**config.mk**
```make
export PLATFORM = sky130hd
export DESIGN_NAME = exec_cc_controller
export DESIGN_NICKNAME = d
export VERILOG_FILES = /design/src/rtl/exec_cc_controller_pkg.sv /design/src/rtl/exec_cc_controller_cond_eval.sv /design/src/rtl/exec_cc_controller.sv
export SDC_FILE = /design/constraint.sdc
export NUM_CORES = 1
export LEC_CHECK = 0
export ABC_AREA = 1
export CAP_MARGIN = 25
export CELL_PAD_IN_SITES_DETAIL_PLACEMENT = 0
export CELL_PAD_IN_SITES_GLOBAL_PLACEMENT = 1
export CORE_MARGIN = 3
export CORE_UTILIZATION = 28
export CTS_CLUSTER_SIZE = 28
export DETAILED_ROUTE_END_ITERATION = 6
export PLACE_DENSITY = 0.75
export SKIP_CTS_REPAIR_TIMING = 1
export SLEW_MARGIN = 20
export SYNTH_ARGS = -nofsm -noshare
export SYNTH_HDL_FRONTEND = slang
export SYNTH_SLANG_ARGS = --single-unit
```
**constraint.sdc**
```tcl
create_clock -name clk -period 1.2 [get_ports clk]
set_input_delay 0.24 -clock clk [delete_from_list [all_inputs] [get_ports clk]]
set_output_delay 0.24 -clock clk [all_outputs]
set_load 0.02 [all_outputs]
```
**src/rtl/exec_cc_controller_pkg.sv**
```systemverilog
// Shared constants for the execute-stage condition-code controller:
// instruction codes, status codes, condition function codes and CC bit positions.
package exec_cc_controller_pkg;

   // Instruction codes
   localparam logic [3:0] IHALT   = 4'h0;
   localparam logic [3:0] INOP    = 4'h1;
   localparam logic [3:0] IRRMOVQ = 4'h2;
   localparam logic [3:0] IIRMOVQ = 4'h3;
   localparam logic [3:0] IRMMOVQ = 4'h4;
   localparam logic [3:0] IMRMOVQ = 4'h5;
   localparam logic [3:0] IOPQ    = 4'h6;
   localparam logic [3:0] IJXX    = 4'h7;
   localparam logic [3:0] ICALL   = 4'h8;
   localparam logic [3:0] IRET    = 4'h9;
   localparam logic [3:0] IPUSHQ  = 4'hA;
   localparam logic [3:0] IPOPQ   = 4'hB;

   // Pipeline status codes; any other encoding is neither OK nor a fault
   localparam logic [2:0] SAOK = 3'd1;
   localparam logic [2:0] SADR = 3'd2;
   localparam logic [2:0] SINS = 3'd3;
   localparam logic [2:0] SHLT = 3'd4;

   // Branch / conditional-move function codes
   localparam logic [3:0] C_ALL = 4'd0;
   localparam logic [3:0] C_LE  = 4'd1;
   localparam logic [3:0] C_L   = 4'd2;
   localparam logic [3:0] C_E   = 4'd3;
   localparam logic [3:0] C_NE  = 4'd4;
   localparam logic [3:0] C_GE  = 4'd5;
   localparam logic [3:0] C_G   = 4'd6;

   // Condition-code bit positions inside {ZF,SF,OF}
   localparam int CC_ZF = 2;
   localparam int CC_SF = 1;
   localparam int CC_OF = 0;

   localparam logic [2:0] CC_RESET = 3'b100;

   // A status that stops the machine and freezes the condition codes
   function automatic logic is_fault(input logic [2:0] stat);
      return (stat == SADR) || (stat == SINS) || (stat == SHLT);
   endfunction

endpackage

```
**src/rtl/exec_cc_controller_cond_eval.sv**
```systemverilog
// Pure combinational evaluation of a branch/cmov condition from stored CC.
module cond_eval
   import exec_cc_controller_pkg::*;
(
   input  logic [2:0] cc,
   input  logic [3:0] ifun,
   output logic       cnd
);

   logic zf;
   logic sf;
   logic of;

   assign zf = cc[CC_ZF];
   assign sf = cc[CC_SF];
   assign of = cc[CC_OF];

   // Decode the function code into the matching flag expression
   always_comb begin
      cnd = 1'b0;
      case (ifun)
         C_ALL:   cnd = 1'b1;
         C_LE:    cnd = (sf ^ of) | zf;
         C_L:     cnd = sf ^ of;
         C_E:     cnd = zf;
         C_NE:    cnd = ~zf;
         C_GE:    cnd = ~(sf ^ of);
         C_G:     cnd = ~(sf ^ of) & ~zf;
         default: cnd = 1'b0;
      endcase
   end

endmodule

```
**src/rtl/exec_cc_controller.sv**
```systemverilog
// Execute-stage condition-code register with exception freeze and a
// saturating count of CC updates.
module exec_cc_controller
   import exec_cc_controller_pkg::*;
(
   input  logic        clk,
   input  logic        rst,
   input  logic [3:0]  E_icode,
   input  logic [3:0]  E_ifun,
   input  logic        E_valid,
   input  logic [2:0]  alu_cc,
   input  logic [2:0]  m_stat,
   input  logic [2:0]  W_stat,
   output logic [2:0]  cc,
   output logic        e_Cnd,
   output logic        frozen,
   output logic [15:0] upd_cnt
);

   typedef enum logic {RUN = 1'b0, FROZEN = 1'b1} state_t;

   state_t state;
   state_t state_nxt;
   logic   set_cc;
   logic   freeze_evt;
   logic   cnd;

   function automatic logic [15:0] sat_inc(input logic [15:0] v);
      return (v == 16'hFFFF) ? v : v + 16'd1;
   endfunction

   // Only a real OPq with both downstream stages healthy may touch CC
   assign set_cc = E_valid && (E_icode == IOPQ) && (m_stat == SAOK) &&
                   (W_stat == SAOK) && (state == RUN);

   assign freeze_evt = is_fault(m_stat) || is_fault(W_stat);

   assign frozen = (state == FROZEN);

   // State register; FROZEN is only left through reset
   always_ff @(posedge clk) begin
      if (rst) state <= RUN;
      else     state <= state_nxt;
   end

   // Next-state logic
   always_comb begin
      state_nxt = state;
      case (state)
         RUN:     if (freeze_evt) state_nxt = FROZEN;
         FROZEN:  state_nxt = FROZEN;
         default: state_nxt = RUN;
      endcase
   end

   // Condition codes and update counter
   always_ff @(posedge clk) begin
      if (rst) begin
         cc      <= CC_RESET;
         upd_cnt <= 16'd0;
      end else if (set_cc) begin
         cc      <= alu_cc;
         upd_cnt <= sat_inc(upd_cnt);
      end
   end

   cond_eval u_cond_eval (
      .cc   (cc),
      .ifun (E_ifun),
      .cnd  (cnd)
   );

   assign e_Cnd = E_valid & cnd;

endmodule

```
### After elaboration in Yosys (flattened, before gate mapping)

Cells that the tools add are included.

| cells by class | value |
|---|---|
| bitwise gates (word level) | 8 |
| equality and inequality tests | 16 |
| reductions and logical operators | 11 |
| $add $sub $neg | 1 |
| muxes and demuxes | 3 |

Operators by type and width:

| cell | count |
|---|---|
| 16-bit by 1-bit adder with 16-bit output (second input constant) | 1 |
| 16-bit equality test (second input constant) | 1 |
| 4-bit by 3-bit equality test with 1-bit output (second input constant) | 4 |
| 3-bit by 2-bit equality test with 1-bit output (second input constant) | 4 |
| 4-bit by 2-bit equality test with 1-bit output (second input constant) | 2 |
| 1-bit case mux with 7 select lines | 1 |
| 3-bit by 1-bit equality test with 1-bit output (second input constant) | 2 |
| 3-bit equality test (second input constant) | 2 |
| 1-bit logical OR | 5 |
| 4-bit by 1-bit equality test with 1-bit output (second input constant) | 1 |
| 1-bit logical AND | 4 |
| 4-bit logical NOT | 1 |
| 1-bit inverter | 4 |
| 1-bit bitwise AND | 2 |
| 1-bit case mux with 2 select lines | 1 |
| 2-bit AND reduction | 1 |
| 1-bit two-way mux | 1 |
| 1-bit bitwise OR | 1 |
| 1-bit XOR | 1 |

| storage, ports and cells | value |
|---|---|
| input bits | 20 |
| register bits | 20 |

### Depth between registers and ports, before layout

Gate-level depths: netlist (run 1).

| logic depth | value |
|---|---|
| depth in word-level cells | 6 |
| gate-level depth with buffers | 10 |
| depth with buffers taken out | 9 |

### Modules after synthesis

Synthesis (run 1) repeated with hierarchy kept, for this count alone.

| unflattened totals | value |
|---|---|
| cells, all modules | 218 |
| area total of the unflattened synthesis | 1303.8 um^2 |

By module, submodules not included:

| module | area an instance (um^2) | cells an instance | instances | seq. area each (um^2) |
|---|---|---|---|---|
| exec_cc_controller | 1208.7 | 195 | 1 | 400.4 |
| cond_eval | 95.1 | 23 | 1 | 0.0 |

### Worst setup path after synthesis (run 1)

Ideal clock, no wire load.

| path | value |
|---|---|
| path type | reg2reg |
| from | reg upd_cnt[0] |
| to | reg upd_cnt[4] |
| stages on the path, launching flop included | 10 |
| data arrival time | 1415 ps |
| path buffers | 1 |
| clock period less this slack | 1524 ps |
| required time | 1091 ps |
| slack | -324 ps |
| cell sequence | dfxtp_1 -> ha_1 -> nand3_2 -> nor2_4 -> nand2_4 -> buf_6 -> nand3_2 -> nand2_1 -> nand2_1 -> nor2_2 |

| on the way | value |
|---|---|
| longest elaborated chain between the ends | 3 |

Ends and longest elaborated chain:

| what | line | RTL |
|---|---|---|
| start: declaration | exec_cc_controller.sv:17 | `output logic [15:0] upd_cnt` |
| start signal: assignment | exec_cc_controller.sv:63 | `upd_cnt <= sat_inc(upd_cnt);` |
| branches (longest 3 deep; another with 16-bit by 1-bit adder with 16-bit output) | -- |  |

Parallel ways; which one is timed is not known.
A chain may end at the register's enable or synchronous reset.

### Worst setup path in the final report (run 1)

| path | value |
|---|---|
| from | reg cc[2] |
| to | out e_Cnd |

| on the way | value |
|---|---|
| longest elaborated chain between the ends | 4 |

Ends and longest elaborated chain:

| what | line | RTL |
|---|---|---|
| start: declaration | exec_cc_controller.sv:14 | `output logic [2:0] cc,` |
| start signal: assignment | exec_cc_controller.sv:62 | `cc <= alu_cc;` |
| 1-bit inverter | exec_cc_controller_cond_eval.sv:26, exec_cc_controller_cond_eval.sv:28 |  |
| 1-bit bitwise AND | exec_cc_controller_cond_eval.sv:28 | `C_G: cnd = ~(sf ^ of) & ~zf;` |
| 1-bit case mux with 7 select lines * | exec_cc_controller_cond_eval.sv:21 | `case (ifun)` |
| 1-bit bitwise AND * | exec_cc_controller.sv:73 | `assign e_Cnd = E_valid & cnd;` |
| end: declaration | exec_cc_controller.sv:15 | `output logic e_Cnd,` |

Mark *: on every way between the ends. The rest lies on a longest branch, timed or not.

==> results.txt, run 1 <==
- Data on the critical path arrives at its endpoint at between 1000 and 1500 ps.
- The first global-routing pass estimated 6600 um of wire.
- Timing would allow up to ~700 MHz.
- Total leakage power: ~0.0014 uW
- After layout, the minimum clock period comes to 1460 ps.
- Counting instances in the post-synthesis netlist gives the leading cell types as nand2_1 (62), nor2_1 (51), inv_1 (24).
- The completed layout was analyzed and its total power is between 1000 and 1500 uW.
* Total power divided by cell area: around 510 nW/um^2
* Filler cells: 435
- For this block, the via count after detailed routing is 1668.
* Final HPWL DP: 3020 um
- Worst slack at placement: -887 ps
* Post-Route Hold Slack: about 320 ps
- Area grow syn2layout: 88.5%
- After layout, the worst setup slack is -256 ps.
- Along the worst path, the maximum fanout reaches 2.
- Clock-pin slew was measured on the worst setup and hold paths at 80 ps.
* Routed Antenna Nets: 0
* Initial standard-cell utilization of the core: 30.4%
* Violated checks: negative setup slack
* Critical Path Sink Type: primary output
- Critical path required time: between 900 and 1000 ps
- CTS Buffer Depth: 2
- Utilization of the core after routing: 57.2%
- For the pin with the worst max-slew slack, the measured transition is 263 ps.
* Core outline area: between 4000 and 5000 um^2
- Seq cells post-synth: 20
- For the final database, setup skew stands at about 5.8 ps.
- In the synthesized netlist the async set-or-reset flop fraction comes to 0%.
- Global Route Usage Sum: 13.7%
- Total clock buffers created by CTS: 3
* Num rows: 24
- The Yosys step of the flow raised 0 warnings.
* Final clock period utilization by the worst path: 121%
- Diode count: 0
- Post-DR wirelength/cell: roughly 11 um
- Post-synthesis instance area: between 1000 and 1500 um^2
- Summed over all layers, the routed wires come to 4090 um.
- Worst IR Drop VDD: 0.375 mV
- Via count of the first global-routing pass: 1454
- Synthesis produced 231 cells.
- The clock reaches the later pin of the worst-skew pair after around 270 ps.
- The clock net in this run drives a total of 20 sinks.
- Slew headroom: 82.4%
- CTS tree: built
* Post-synth top flop: dfxtp_1
* Root buffer cell: clkbuf_8
* Router iterations before antenna repair: 4
- GR Overflow Total: 0
* Placer congestion estimate: 0.778
* DRC marker count from the first detailed-route iteration: 35
- Number of hold violations in the final report: 0
* RSZ-0062 raised after global routing: yes
- Kind of path behind the tightest hold check: input port to flip-flop
* # port buffers: 40
* Number of enable-type register cells in the synthesized netlist: 0
* Residual DRC count: 0
* Largest net degree at the start of global routing: 15
* Post-synthesis net count: 252
- Post-synthesis cell type count: 26
- # nets final: about 330
* Number of top-level pins: 41
- In the post-synthesis netlist, the cell with the most instances is nand2_1.
* Critical setup path kind: flip-flop to primary output
- In the final layout, the share of cells above drive strength 1 is 51.3%.
- Setup violations remaining at the end of the flow were counted as 19.
* Type of origin of the critical path: flip-flop
- Number of antenna violations at the first check in global routing: 0
* Die outline width: about 76 um
- Maximum Capacitance Violations: 0
- Chip height: between 70 and 80 um
- Number of H-tree branching levels: 1
* Max-slew violation count: 0
- The run finished, with violations left.
- Area share of the largest cell type after synthesis: 29.1%
- Of the synthesized area, sequential elements account for 29.1%.
- The die covers 5790 um^2.
* Cell types occupying the most area after synthesis: dfxtp_1 (29%), nand2_1 (17%), nor2_1 (14%), nand3_1 (6.9%), inv_1 (6.5%)
* Cell type with the largest total area after synthesis: dfxtp_1
- After detailed routing, the number of vias per cell comes to ~4.4.
* Avg Synthesized Cell Area: 5.96 um^2
==> cell usage in the layout, fill, tap and decap left out, types with 3 or more instances in the layout <==
cell and count:
buf_4 33, nand2_1 45, dfxtp_2 10, nor2_1 31, buf_6 7, a21oi_2 4, inv_2 15, nand3_1 11
nor2_4 17, a21oi_1 4, inv_1 17, clkbuf_8 3, nand2_2 23, clkbuf_2 4, dfxtp_4 10, nand3_4 4
nor2_2 13, dlymetal6s2s_1 28, o21ai_2 4, nand3_2 8, clkdlybuf4s50_1 6
==> worst max-delay path, cell delays in order (launching register included) <==
cell,delay (ps)
dfxtp_4,350
inv_2,60
o21ai_2,40
o21bai_1,160
a211oi_2,170
buf_4,170
==> sequential cells by signal, indices dropped and copies added (netlist names) <==
| signal | flops |
|---|---|
| upd_cnt | 16 |
| cc | 3 |
| frozen | 1 |
==> final cells by class <==
class	count	area [um^2]	area share [%]
Sequential cell	20	450	17.4
Timing Repair Buffer	78	757	29.2
Tap cell	65	81.3	3.13
Inverter	32	120	4.63
Multi-Input combinational cell	178	1140	44.0
Clock buffer	4	45.0	1.74
==> layer usage <==
layer	wire (um)	global-route usage, %	share of wire (%)
met1	1980	19.0	48
met2	1920	21.0	47
met3	152	3.31	3.7
met4	46	3.80	1.1
met5	0	0	0
==> where the power goes <==
group	switching, uW	internal (uW)
Combinational	98.8	113
Clock	237	237
Sequential	1.94	644
Total	338	994
==> metrics by stage <==
stage | TNS [ps] | area, um^2 | instances
after floorplan | -546 | 1450 | 231
after global placement | -11330 | 2150 | 366
after detailed placement | -11350 | 2150 | 366
after CTS | -11850 | 2200 | 370
after global routing | -3450 | 2590 | 377
final | -1670 | 2590 | 377
==> cell families (layout without fill, tap and decap cells) <==
kind of cell    Yosys count  in the layout  share of synthesized area (%)
xor+xnor                  1              1                          0.636
compound gates           18             18                           7.46
simple gates            157            158                           51.5
fa+ha+maj                 1              1                          0.909
buf+inv                  34            114                           10.4
flops                    20             20                           29.1
==> worst paths after layout <==
path               startpoint           to  slack [ps]  cells past startpoint
setup / recovery        cc[2]        e_Cnd        -260                      5
hold / removal      W_stat[2]       frozen         320                      3
setup reg to reg   upd_cnt[1]   upd_cnt[2]        -120                     10
hold reg to reg   upd_cnt[11]  upd_cnt[11]         530                      2
No activity file was read; power rests on OpenSTA's default activity.
==> run 2, diff against run 1 <==
--- a/config.mk
+++ b/config.mk
@@ -14,6 +14,7 @@
 export CTS_CLUSTER_SIZE = 28
 export DETAILED_ROUTE_END_ITERATION = 6
 export PLACE_DENSITY = 0.75
+export RECOVER_POWER = 100
 export SKIP_CTS_REPAIR_TIMING = 1
 export SLEW_MARGIN = 20
 export SYNTH_ARGS = -nofsm -noshare
==> run 2 against run 1 <==
Compared with the run above: largest cell class unchanged; the run still ends with negative setup slack left; largest power group unchanged; sequential cell count unchanged; non-clock buffer count is the same; final cell count unchanged; clock power about the same; count of clock-buffer cells in the layout did not move; global-route usage unchanged; critical path depth unchanged; maximum frequency about the same; die area did not move.
==> results.txt, run 2 (synthesized netlist as in run 1, its figures left out) <==
* Longest individual stage delay on the worst path: 350 ps
* Post-DR wirelength/cell: 10.9 um
- GR Overflow Total: 0
* Worst path buffer plus inverter count: 2
- Die outline width: 76.1 um
- Once the floorplan was initialized, standard cells occupied 30.4% of the core.
- Hold Path Cell Cnt: 3
* Via density per instance: 4.42
- Setup violations remaining at the end of the flow were counted as 19.
* CTS tree: built
- DRC marker count from the first detailed-route iteration: 33
- The register with the most flip-flops in the layout has 16 of them.
- The root buffer cell chosen for the clock tree is clkbuf_8.
- Critical path required time: 960 ps
* Area after detailed placement: about 2200 um^2
- Placer congestion estimate: 0.778
- Detailed placement finished with a half-perimeter wire length of 3020 um.
* Layout cell share with drive strength beyond 1: 50.6%
- The critical path starts at cc[2].
- Clock latency of the later-clocked register in the worst-skew pair: 270 ps
* Crit path arrival time: roughly 1200 ps
- Counting cells, the worst reg-to-reg path comes to 8.
* Num rows: 24
* Filler cells: between 400 and 500
- Across the VDD grid, the largest voltage drop is 0.395 mV.
* Post-Route Hold Slack: about 340 ps
- Reg2reg start: upd_cnt[1]
* Slew of the pin with the lowest slew margin: 303 ps
- In this run the critical register-to-register path is captured at upd_cnt[4].
* Residual DRC count: 0
- Commonest non-fill, non-tap cells in the layout: nand2_1 (45), nor2_1 (31), buf_4 (31)
* Hold path start: W_stat[2]
* Routed Antenna Nets: 0
- Summing over every cut layer, the via total after detailed routing is 1666.
- The tightest min-delay check is of the input port to flip-flop type.
- Total power of the final layout: 1340 uW
- For this design the ratio of total power to cell area is 543 nW/um^2.
* Biggest register: upd_cnt
* # port buffers: 40
- Largest net degree at the start of global routing: 15
- Area grow syn2layout: 78.7%
- After clock tree synthesis, the clock-pin slew on the worst setup and hold paths is 80 ps.
* Global Route Usage Sum: 13.7%
- For the finished layout, the period the worst path requires is approximately 1500 ps.
* Number of top-level pins: 41
- Max-slew violation count: 0
- The signal on the critical path passes through inv_2, o21ai_2, o21bai_1, a211oi_2, buf_4.
- Critical Path Sink Type: primary output
* Run status: finished, violations left
- # nets final: 334
* Maximum Capacitance Violations: 0
* Critical-path cell with the highest stage delay: dfxtp_4
* Minimum setup slack among reg-to-reg paths: -130 ps
- Worst slack at placement: -887 ps
* Chip height: 76.1 um
* Max Clock Freq: between 600 and 700 MHz
- The via count of the first global-routing pass was 1454.
- Number of clock sinks: 20
* Capture endpoint of the worst hold path: frozen
- The library cell used most frequently in the layout, excluding fill and tap cells, is nand2_1.
- CTS built an H-tree with a depth of 1.
- The clock passes through at most 2 buffers.
- Slew headroom: 79.8%
- Largest fanout of any net on the critical path: 2
- On the final layout, the worst clock skew is 5.88 ps.
- Diode count: 0
* Router iterations before antenna repair: 4
- Final std cell area, no fill: 2460 um^2
- Minimum setup slack in the final design: -256 ps
* Number of antenna violations at the first check in global routing: 0
- The analysis attributes to cell leakage a power of between 0.001 and 0.0015 uW.
* Total clock buffers created by CTS: 3
* Wire length of the first global-routing pass: 6600 um
- Critical setup path kind: flip-flop to primary output
* Final clock period utilization by the worst path: 121%
* Type of origin of the critical path: flip-flop
- The final reports fail on negative setup slack.
- Number of hold violations in the final report: 0
- Wires add up to 4110 um.
- The floorplan step defined a core boundary enclosing 4530 um^2.
- RSZ-0062 raised after global routing: yes
* CP delay by family, top: compound AO/OA/AOI/OAI gates
- The die covers approximately 5800 um^2.
## run 2: changes by cell type in the layout (fill, tap and decap cells not counted), sizes merged
| cell | change |
|---|---|
| dlymetal6s2s | -14 |
| buf | -2 |
| clkbuf | +16 |
## run 2: power by group
part	internal (uW)	total (uW)	leakage, uW	switching [uW]
combinational	112	211	0.000871	98.9
sequential	648	650	0.000173	1.91
clock	237	475	0.0000228	237
total	997	1340	0.00107	338
## run 2: area by class of cell
type,instances,area [um^2],share of cell area (%)
tap,65,81.3,3.31
sequential,20,445,18.1
multi-input combinational,178,1140,46.4
clock buffer,4,45.0,1.83
timing repair buffer,78,627,25.5
inverter,32,120,4.88
## run 2: worst min-delay path, stage by stage
cell,delay (ps)
dlymetal6s2s_1,140
nand2_1,70
a41oi_1,100
## run 2: stage by stage
stage	utilization [%]	TNS (ps)	cells
2_1_floorplan	-	-546	231
5_1_grt	54.2	-3700	377
6_report	54.2	-1760	377
3_3_place_gp	47.5	-11330	366
4_1_cts	48.5	-11850	370
3_5_place_dp	47.5	-11350	366
## run 2: how the worst max path moves through the flow
stage,to,slack [ps],cells past startpoint
global route,e_Cnd,-320,5
CTS,e_Cnd,-910,6
detailed placement,e_Cnd,-890,6
finish,e_Cnd,-260,5
floorplan,upd_cnt[4],-70,9
global placement,e_Cnd,-900,6
## run 2: per-layer routing
layer | global-route usage [%] | routed length [um] | vias up
met4 | 3.80 | 46 | 0
met3 | 3.31 | 134 | 4
met1 | 19.0 | 1990 | 750
li1 | - | - | 887
met2 | 21.0 | 1930 | 25
met5 | 0 | 0 | -
